--- src/rtl/fetch_pkg.sv ---
// Shared types and constants for the instruction fetch stage.
// Queue entries carry the fetched PC alongside its instruction word.
package fetch_pkg;

  localparam int unsigned XLEN = 32;

  localparam logic [XLEN-1:0] NOP_INSTR =
    32'h0000_0013;

  localparam logic [XLEN-1:0] RESET_PC_DEFAULT =
    32'h0100_0000;

  typedef struct packed {
    logic [XLEN-1:0] pc;
    logic [XLEN-1:0] instr;
  } fetch_entry_t;

endpackage

--- src/rtl/fetch_queue.sv ---
// Synchronous FIFO of fetched {pc, instr} pairs with flush.
// Push and pop may happen in the same cycle, including when full.
module fetch_queue
  import fetch_pkg::*;
#(
  parameter int unsigned DEPTH = 2
) (
  input  logic         clock,
  input  logic         reset_n,
  input  logic         flush,
  input  logic         push,
  input  logic         pop,
  input  fetch_entry_t wr_entry,
  output fetch_entry_t rd_entry,
  output logic         full,
  output logic         empty
);

  localparam int unsigned AW = $clog2(DEPTH);
  localparam int unsigned CW = AW + 1;

  fetch_entry_t   mem_q [DEPTH];
  fetch_entry_t   mem_d [DEPTH];
  logic [AW-1:0]  wr_ptr_q, wr_ptr_d;
  logic [AW-1:0]  rd_ptr_q, rd_ptr_d;
  logic [CW-1:0]  count_q, count_d;

  assign full     = (count_q == CW'(DEPTH));
  assign empty    = (count_q == '0);
  assign rd_entry = mem_q[rd_ptr_q];

  always_comb begin
    mem_d    = mem_q;
    wr_ptr_d = wr_ptr_q;
    rd_ptr_d = rd_ptr_q;
    count_d  = count_q;
    if (flush) begin
      wr_ptr_d = '0;
      rd_ptr_d = '0;
      count_d  = '0;
    end else begin
      if (push) begin
        mem_d[wr_ptr_q] = wr_entry;
        wr_ptr_d        = wr_ptr_q + 1'b1;
      end
      if (pop) begin
        rd_ptr_d = rd_ptr_q + 1'b1;
      end
      count_d = count_q + CW'(push) - CW'(pop);
    end
  end

  // Storage needs no reset: count gates every read.
  always_ff @(posedge clock) begin
    mem_q <= mem_d;
  end

  always_ff @(posedge clock) begin
    if (!reset_n) begin
      wr_ptr_q <= '0;
      rd_ptr_q <= '0;
      count_q  <= '0;
    end else begin
      wr_ptr_q <= wr_ptr_d;
      rd_ptr_q <= rd_ptr_d;
      count_q  <= count_d;
    end
  end

endmodule

--- src/rtl/fetch_stage.sv ---
// IF stage: owns the PC, reads imemory, queues fetches for decode.
// A redirect flushes the queue and restarts at an aligned target.
module fetch_stage
  import fetch_pkg::*;
#(
  parameter logic [XLEN-1:0] RESET_PC =
    RESET_PC_DEFAULT,
  parameter int unsigned FIFO_DEPTH = 2
) (
  input  logic            clock,
  input  logic            reset_n,
  output logic [XLEN-1:0] imem_address,
  output logic            imem_read_write,
  output logic [XLEN-1:0] imem_data_in,
  input  logic [XLEN-1:0] imem_data_out,
  input  logic            redirect_valid,
  input  logic [XLEN-1:0] redirect_pc,
  input  logic            id_ready,
  output logic            if_valid,
  output logic [XLEN-1:0] if_pc,
  output logic [XLEN-1:0] if_instr,
  output logic            fetch_misalign
);

  logic [XLEN-1:0] pc_q, pc_d;
  logic            misalign_q, misalign_d;
  logic            push, pop;
  logic            q_full, q_empty;
  fetch_entry_t    wr_entry, rd_entry;

  assign imem_address    = pc_q;
  assign imem_read_write = 1'b0;
  assign imem_data_in    = '0;

  assign if_valid = ~q_empty;
  assign if_pc    = q_empty ? '0 : rd_entry.pc;
  assign if_instr = q_empty ? NOP_INSTR
                            : rd_entry.instr;
  assign fetch_misalign = misalign_q;

  assign pop  = if_valid & id_ready
              & ~redirect_valid;
  assign push = ~redirect_valid
              & (~q_full | pop);

  assign wr_entry = '{pc: pc_q,
                      instr: imem_data_out};

  always_comb begin
    pc_d       = pc_q;
    misalign_d = misalign_q;
    unique case (1'b1)
      redirect_valid: begin
        pc_d       = {redirect_pc[XLEN-1:2], 2'b00};
        misalign_d = misalign_q
                   | (|redirect_pc[1:0]);
      end
      push: pc_d = pc_q + 32'd4;
      default: ;
    endcase
  end

  always_ff @(posedge clock) begin
    if (!reset_n) begin
      pc_q       <= RESET_PC;
      misalign_q <= 1'b0;
    end else begin
      pc_q       <= pc_d;
      misalign_q <= misalign_d;
    end
  end

  fetch_queue #(
    .DEPTH (FIFO_DEPTH)
  ) u_queue (
    .clock    (clock),
    .reset_n  (reset_n),
    .flush    (redirect_valid),
    .push     (push),
    .pop      (pop),
    .wr_entry (wr_entry),
    .rd_entry (rd_entry),
    .full     (q_full),
    .empty    (q_empty)
  );

endmodule

--- config.mk ---
export PLATFORM = sky130hd
export DESIGN_NAME = fetch_stage
export DESIGN_NICKNAME = d
export VERILOG_FILES = /design/src/rtl/fetch_pkg.sv /design/src/rtl/fetch_queue.sv /design/src/rtl/fetch_stage.sv
export SDC_FILE = /design/constraint.sdc
export NUM_CORES = 1
export LEC_CHECK = 0
export BUFFER_PORTS_ARGS = -buffer_cell sky130_fd_sc_hd__buf_4
export CAP_MARGIN = 20
export CORE_AREA = 8 8 138 140
export DETAILED_ROUTE_END_ITERATION = 16
export DIE_AREA = 0 0 146 148
export PLACE_DENSITY = 0.79
export SLEW_MARGIN = 20
export SYNTH_ARGS = -nofsm -noshare
export SYNTH_HDL_FRONTEND = slang
export SYNTH_SLANG_ARGS = --single-unit
--- constraint.sdc ---
create_clock -name clock -period 21.2 [get_ports clock]
set_input_delay 4.24 -clock clock [delete_from_list [all_inputs] [get_ports clock]]
set_output_delay 4.24 -clock clock [all_outputs]
set_load 0.005 [all_outputs]
; Word-level counts from Yosys, hierarchy flattened
; Cells that the tools add are included.
[op_classes]
div = 0
n_lt_le_gt_ge = 3
n_shift = 0
n_reduce_logical = 6
multipliers = 0
n_bitwise = 11
add_sub_neg = 5
n_mux = 9
n_eq_ne = 1
[ops]
columns = op, n
row1 = 64-bit 2-to-1 mux, 4
row2 = 128-bit bitwise mux, 1
row3 = 64-bit demux with 1-bit select, 1
row4 = 32-bit 2-to-1 mux, 2
row5 = 32-bit case mux with 2 select lines, 1
row6 = "32-bit by 3-bit adder with 32-bit output, second input constant", 1
row7 = "2-bit greater-or-equal comparator, second input constant", 2
row8 = 1-bit NOT, 4
row9 = 1-bit NOT with 2-bit output, 2
row10 = 2-bit OR reduction, 2
row11 = 1-bit AND, 3
row12 = "1-bit adder, second input constant", 2
row13 = 2-bit by 1-bit adder with 2-bit output, 1
row14 = "2-bit == test, second input constant", 1
row15 = 2-bit zero test, 1
row16 = "2-bit by 1-bit < comparator with 1-bit output, second input constant", 1
row17 = 1-bit bitwise OR, 2
row18 = 2-bit AND reduction, 1
row19 = 2-bit nonzero test, 1
row20 = 2-bit by 1-bit subtractor with 2-bit output, 1
row21 = 1-bit logical AND, 1
[totals]
mem_bits_rw = 0
out_inout_bits = 131
mem_count = 0
regBits = 165
wordCells = 44
mem_bits_ro = 0
latchBits = 0
inputBits = 68

; Depth between registers and ports, before layout
[depth]
word_depth = 8
ltp_mapped = 8
mapped_depth_nobuf = 8

; Cells and area by module
; From an unflattened synthesis, not the netlist that was laid out.
[unflattened]
hier_cells = 554
area_unflattened_um2 = 7558.5
[modules_own_cells]
columns = mod, area_each_um2, instances, seq_area_each_um2, cells_per_inst
row1 = fetch_queue, 5028.6, 1, 3923.8, 220
row2 = fetch_stage, 2529.9, 1, 620.6, 334

; Worst setup path before layout
; OpenSTA, ideal clock, no wires.
[synth_timing]
path_kind = input port to flip-flop
startpoint = input port redirect_valid
endpoint = register u_queue.mem_q[0] in the netlist's numbering, enable pin
path_slack_ns = 11.196
setup_ns = 0.571
t_arrival_ns = 9.433
cell_stages = 4
path_buffers = 3
path_cell_list = clkbuf_1 buf_1 buf_1 nor3b_1
[synth_via]
elab_chain_len = 5
[synth_rtl]
columns = item, line_no
row1 = "start, declared", fetch_stage.sv:16  ; input logic redirect_valid,
row2 = 1-bit NOT (no line) *, -
row3 = 1-bit AND, fetch_stage.sv:42  ; & ~redirect_valid;
row4 = 1-bit bitwise OR, fetch_stage.sv:44  ; & (~q_full | pop);
row5 = 1-bit AND, fetch_stage.sv:44
row6 = 2-bit AND reduction (no line) *, -
row7 = "end signal, assigned", fetch_queue.sv:55  ; mem_q <= mem_d;
row8 = "end, declared", fetch_queue.sv:22  ; fetch_entry_t mem_q [DEPTH];
; Mark *: on every way between the ends. The rest lies on a longest branch, timed or not.
; A chain may end at the register's enable or synchronous reset.

; Worst setup path after layout
[layout_timing]
startpoint = register u_queue.rd_ptr_q
endpoint = output port if_pc[5]
[layout_via]
elab_chain_len = 5
[layout_rtl]
columns = item, line_no
row1 = "start, declared", fetch_queue.sv:25  ; logic [AW-1:0] rd_ptr_q, rd_ptr_d;
row2 = "start signal, assigned", fetch_queue.sv:65  ; rd_ptr_q <= rd_ptr_d;
row3 = 1-bit NOT with 2-bit output (implied by the code), fetch_queue.sv:30  ; assign rd_entry = mem_q[rd_ptr_q];
row4 = 64-bit 2-to-1 mux (implied by the code) (3 in a row), fetch_queue.sv:30
row5 = 32-bit 2-to-1 mux, fetch_stage.sv:36  ; assign if_pc = q_empty ? '0 : rd_entry.pc;
row6 = "end, declared", fetch_stage.sv:20  ; output logic [XLEN-1:0] if_pc,
; Every way passes these cells. The select of a mux whose other input is x is not followed.

==> flow_summary.ini <==
[logic_synthesis]
yosysWarnings = 0
synth_compound_area_frac = 0.0849
synth-edff-count = 124
ys_seq_area_frac = 0.628
async_reset_ff_frac = 0
syn_avg_cell_area_um2 = 12.6
synthMuxAreaShare = 0.0881
synthAdderAreaFrac = 0.00355
ys_seq_elements = 159
synth_area_um2 = 7050
synth_flop_cell = edfxtp_1
synth_xor_area_frac = 0.0174
ys_types = 51
synthCells = 560
synthSimpleGateAreaFrac = 0.118
synth_top_family_by_area = simple AND/OR/NAND/NOR gates

[setup_path]
required_ns = 16.96
critical_path.endpoint_type = primary output
cp-start-kind = flip-flop
critPathMaxStageDelay_ns = 0.86
r2r-start = u_queue.count_q[0]
crit_fanout = 41
cp_cell_sequence = buf_12 > mux2i_1 > nor2_1 > buf_4
r2r-end = u_queue.count_q[1]
crit_type = reg2out
slowest_stage = dfxtp_4
r2r_cells = 8
reg2reg_setup_slack_ns = 18.65
arrival_ns = 2.05

[floorplan]
initial_core_util = 0.416
ioPinCount = 199
coreArea_um2 = 16900
die_area_um2 = 21600
rows = 48
die_h_um = 148
die_width_um = 146

[global_routing]
grt_pass1_vias = 4987
grt_pass1_wl_mm = 26.7
grt_overflow_total = 0
track_usage = 0.156
antenna_found_initial = 0
grt_max_degree = 64

[placement]
post-place-ws_ns = 14.79
port_buffers = 161
placed_cell_area_um2 = 8350
place_inst = 922
dp_hpwl_mm = 11.3
globalplace.congestion = 0.833

[min_path]
worst_hold_path.endpoint = fetch_misalign
hold_path.class = reg2reg
min_from = fetch_misalign
holdPathStages = 1

[routing]
drc = 0
drtIter0Drc = 350
ant_nets = 0
drt-vias-per-instance = 5.21
num_vias = 4976
wl_per_cell_um = 17.6
drtPass1Iterations = 5
drt_wl_total_mm = 16.8

[clocking]
cts-buffers-inserted = 17
insertion_delay_ns = 0.42
cts_buffer_depth = 2
path_clk_slew_ns = 0.07
cts_htree_levels = 4
cts_resized = 0
root_buffer = clkbuf_16
postCtsSetupBuffers = 0
cts_sinks = 159
cts_hold_buffers = 0
cts_tree = built

[sta]
finalSetupViolations = 0
fin_crit_ns = 6.29
slew_headroom = 0.329
fin_skew_ns = 0.0114
tightest_slew_ns = 1.00
clock.fmax_mhz = 159
hold_slack_ns = 0.478
maxSlewViolCount = 0
fin_crit_sh = 0.297
hold_violations = 0
rsz0062_at_grt = no
final.setup.tns_ns = 0
timing.final.ws_setup_ns = 14.91

[final_layout]
layout.nets = 787
nFillCells = 1498
fin_cells = 955
layout-drive-gt1-share = 0.286
regArea_um2 = 4430
multi_input_comb_area_um2 = 2360
stdcell_area_um2 = 8990
n_antenna_cell = 0
syn_to_final_growth_pct = 27.5

[power]
swShare = 0.226
pwr-share-seq = 0.484
peakVddDrop_mv = 0.0593
clkPwrFrac = 0.415
power.leakage_nw = 3.37
p_comb_frac = 0.101
internal-power_w = 0.000591
power_switching_w = 0.000173
powerDensity_nw_per_um2 = 85.0

[status]
outcome = complete, no violations

[flow_run]
cap_violations = 0
-- critical path, delay by kind of cell, from the launching register on --
kind / cells / cell delay [ns]
buf+inv: 2 / 0.46
flops: 1 / 0.86
simple gates: 1 / 0.07
mux: 1 / 0.22
-- routing by layer --
metal | wire [µm] | GRT usage | vias up | part of all wire
met2 | 8010 | 0.251 | 220 | 0.48
met3 | 1400 | 0.0520 | 14 | 0.083
li1 | - | - | 2345 | -
met5 | 0 | 0 | - | 0
met1 | 7260 | 0.192 | 2397 | 0.43
met4 | 152 | 0.0572 | 0 | 0.0090
-- how the worst max path moves through the flow --
stage	from	to	slack, ns	depth (start not counted)
after floorplan	redirect_valid	u_queue.mem_q[0]	11.20	4
after global placement	redirect_valid	imem_address[17]	14.83	5
after detailed placement	redirect_valid	imem_address[17]	14.79	5
after CTS	u_queue.rd_ptr_q	if_pc[5]	14.77	3
after global routing	u_queue.rd_ptr_q	if_pc[5]	14.75	4
final	u_queue.rd_ptr_q	if_pc[5]	14.91	4
-- synth_stat cells (all sizes together), types with 4 or more instances --
cell,n,area (µm²)
edfxtp,124,3720
nor2,75,282
mux2i,62,621
buf,47,317
dfxtp,35,701
o21ai,23,115
clkbuf,19,71.3
nand2,16,60.1
nand3,13,65.1
a21oi,9,45.0
nand2b,9,56.3
nand4,9,71.3
xnor2,9,78.8
and4,8,70.1
inv,8,30.0
a31oi,7,43.8
a2111oi,6,65.1
nor3,6,30.0
nor4,6,37.5
or4,6,48.8
a211oi,5,37.5
nor2b,5,31.3
o311a,5,50.1
xor2,5,43.8
a311oi,4,35.0
o31ai,4,30.0
or3,4,25.0
-- cell families (layout without fill, tap and decap cells) --
kind of cell / Yosys count / after routing
compound gates: 83 / 83
xor+xnor: 14 / 14
fa+ha+maj: 2 / 2
buf+inv: 74 / 208
flops: 159 / 159
mux: 62 / 62
other cells: 1 / 37
simple gates: 165 / 165
-- registers in the layout, summed over array words and instances (netlist names) --
register          flops
u_queue.count_q       2
imem_address         30
fetch_misalign        1
u_queue.mem_q       124
u_queue.wr_ptr_q      1
u_queue.rd_ptr_q      1
-- power groups by stage --
stage | clock, W | sequential, W | combinational [W]
after floorplan | 0 | 0.000373 | 0.0000423
after global placement | 0 | 0.000377 | 0.0000761
after detailed placement | 0 | 0.000378 | 0.0000773
after CTS | 0.000324 | 0.000371 | 0.0000776
after global routing | 0.000335 | 0.000373 | 0.0000857
final | 0.000317 | 0.000370 | 0.0000771
-- placed cells by master (no fill, tap or decap), drive strengths merged, types with 3 or more instances in the layout --
cell / instances
buf: 168
o21ai: 23
nor2b: 5
o211a: 3
mux2i: 62
o31ai: 4
edfxtp: 124
dfxtp: 35
and4: 8
a311oi: 4
clkbuf: 18
nor2: 75
xnor2: 9
conb: 37
a211oi: 5
nor4: 6
nor3: 6
a21boi: 3
nand2: 16
a2111oi: 6
bufinv: 4
and3: 3
nand3: 13
clkinv: 7
or4: 6
or3: 4
inv: 10
nand2b: 9
a31oi: 7
a21oi: 9
o311a: 5
nand4: 9
xor2: 5
-- layout make-up --
type | instances | area share
timing repair buffer | 168 | 0.142
sequential | 159 | 0.493
clock inverter | 14 | 0.0209
inverter | 8 | 0.00334
tap | 225 | 0.0313
multi-input combinational | 363 | 0.262
clock buffer | 18 | 0.0478
-- through the flow --
step,total power (W),utilization
floorplan,0.000415,-
global placement,0.000453,0.493
detailed placement,0.000455,0.493
CTS,0.000772,0.529
global route,0.000793,0.531
finish,0.000764,0.531
(Power assumes the default switching activity.)
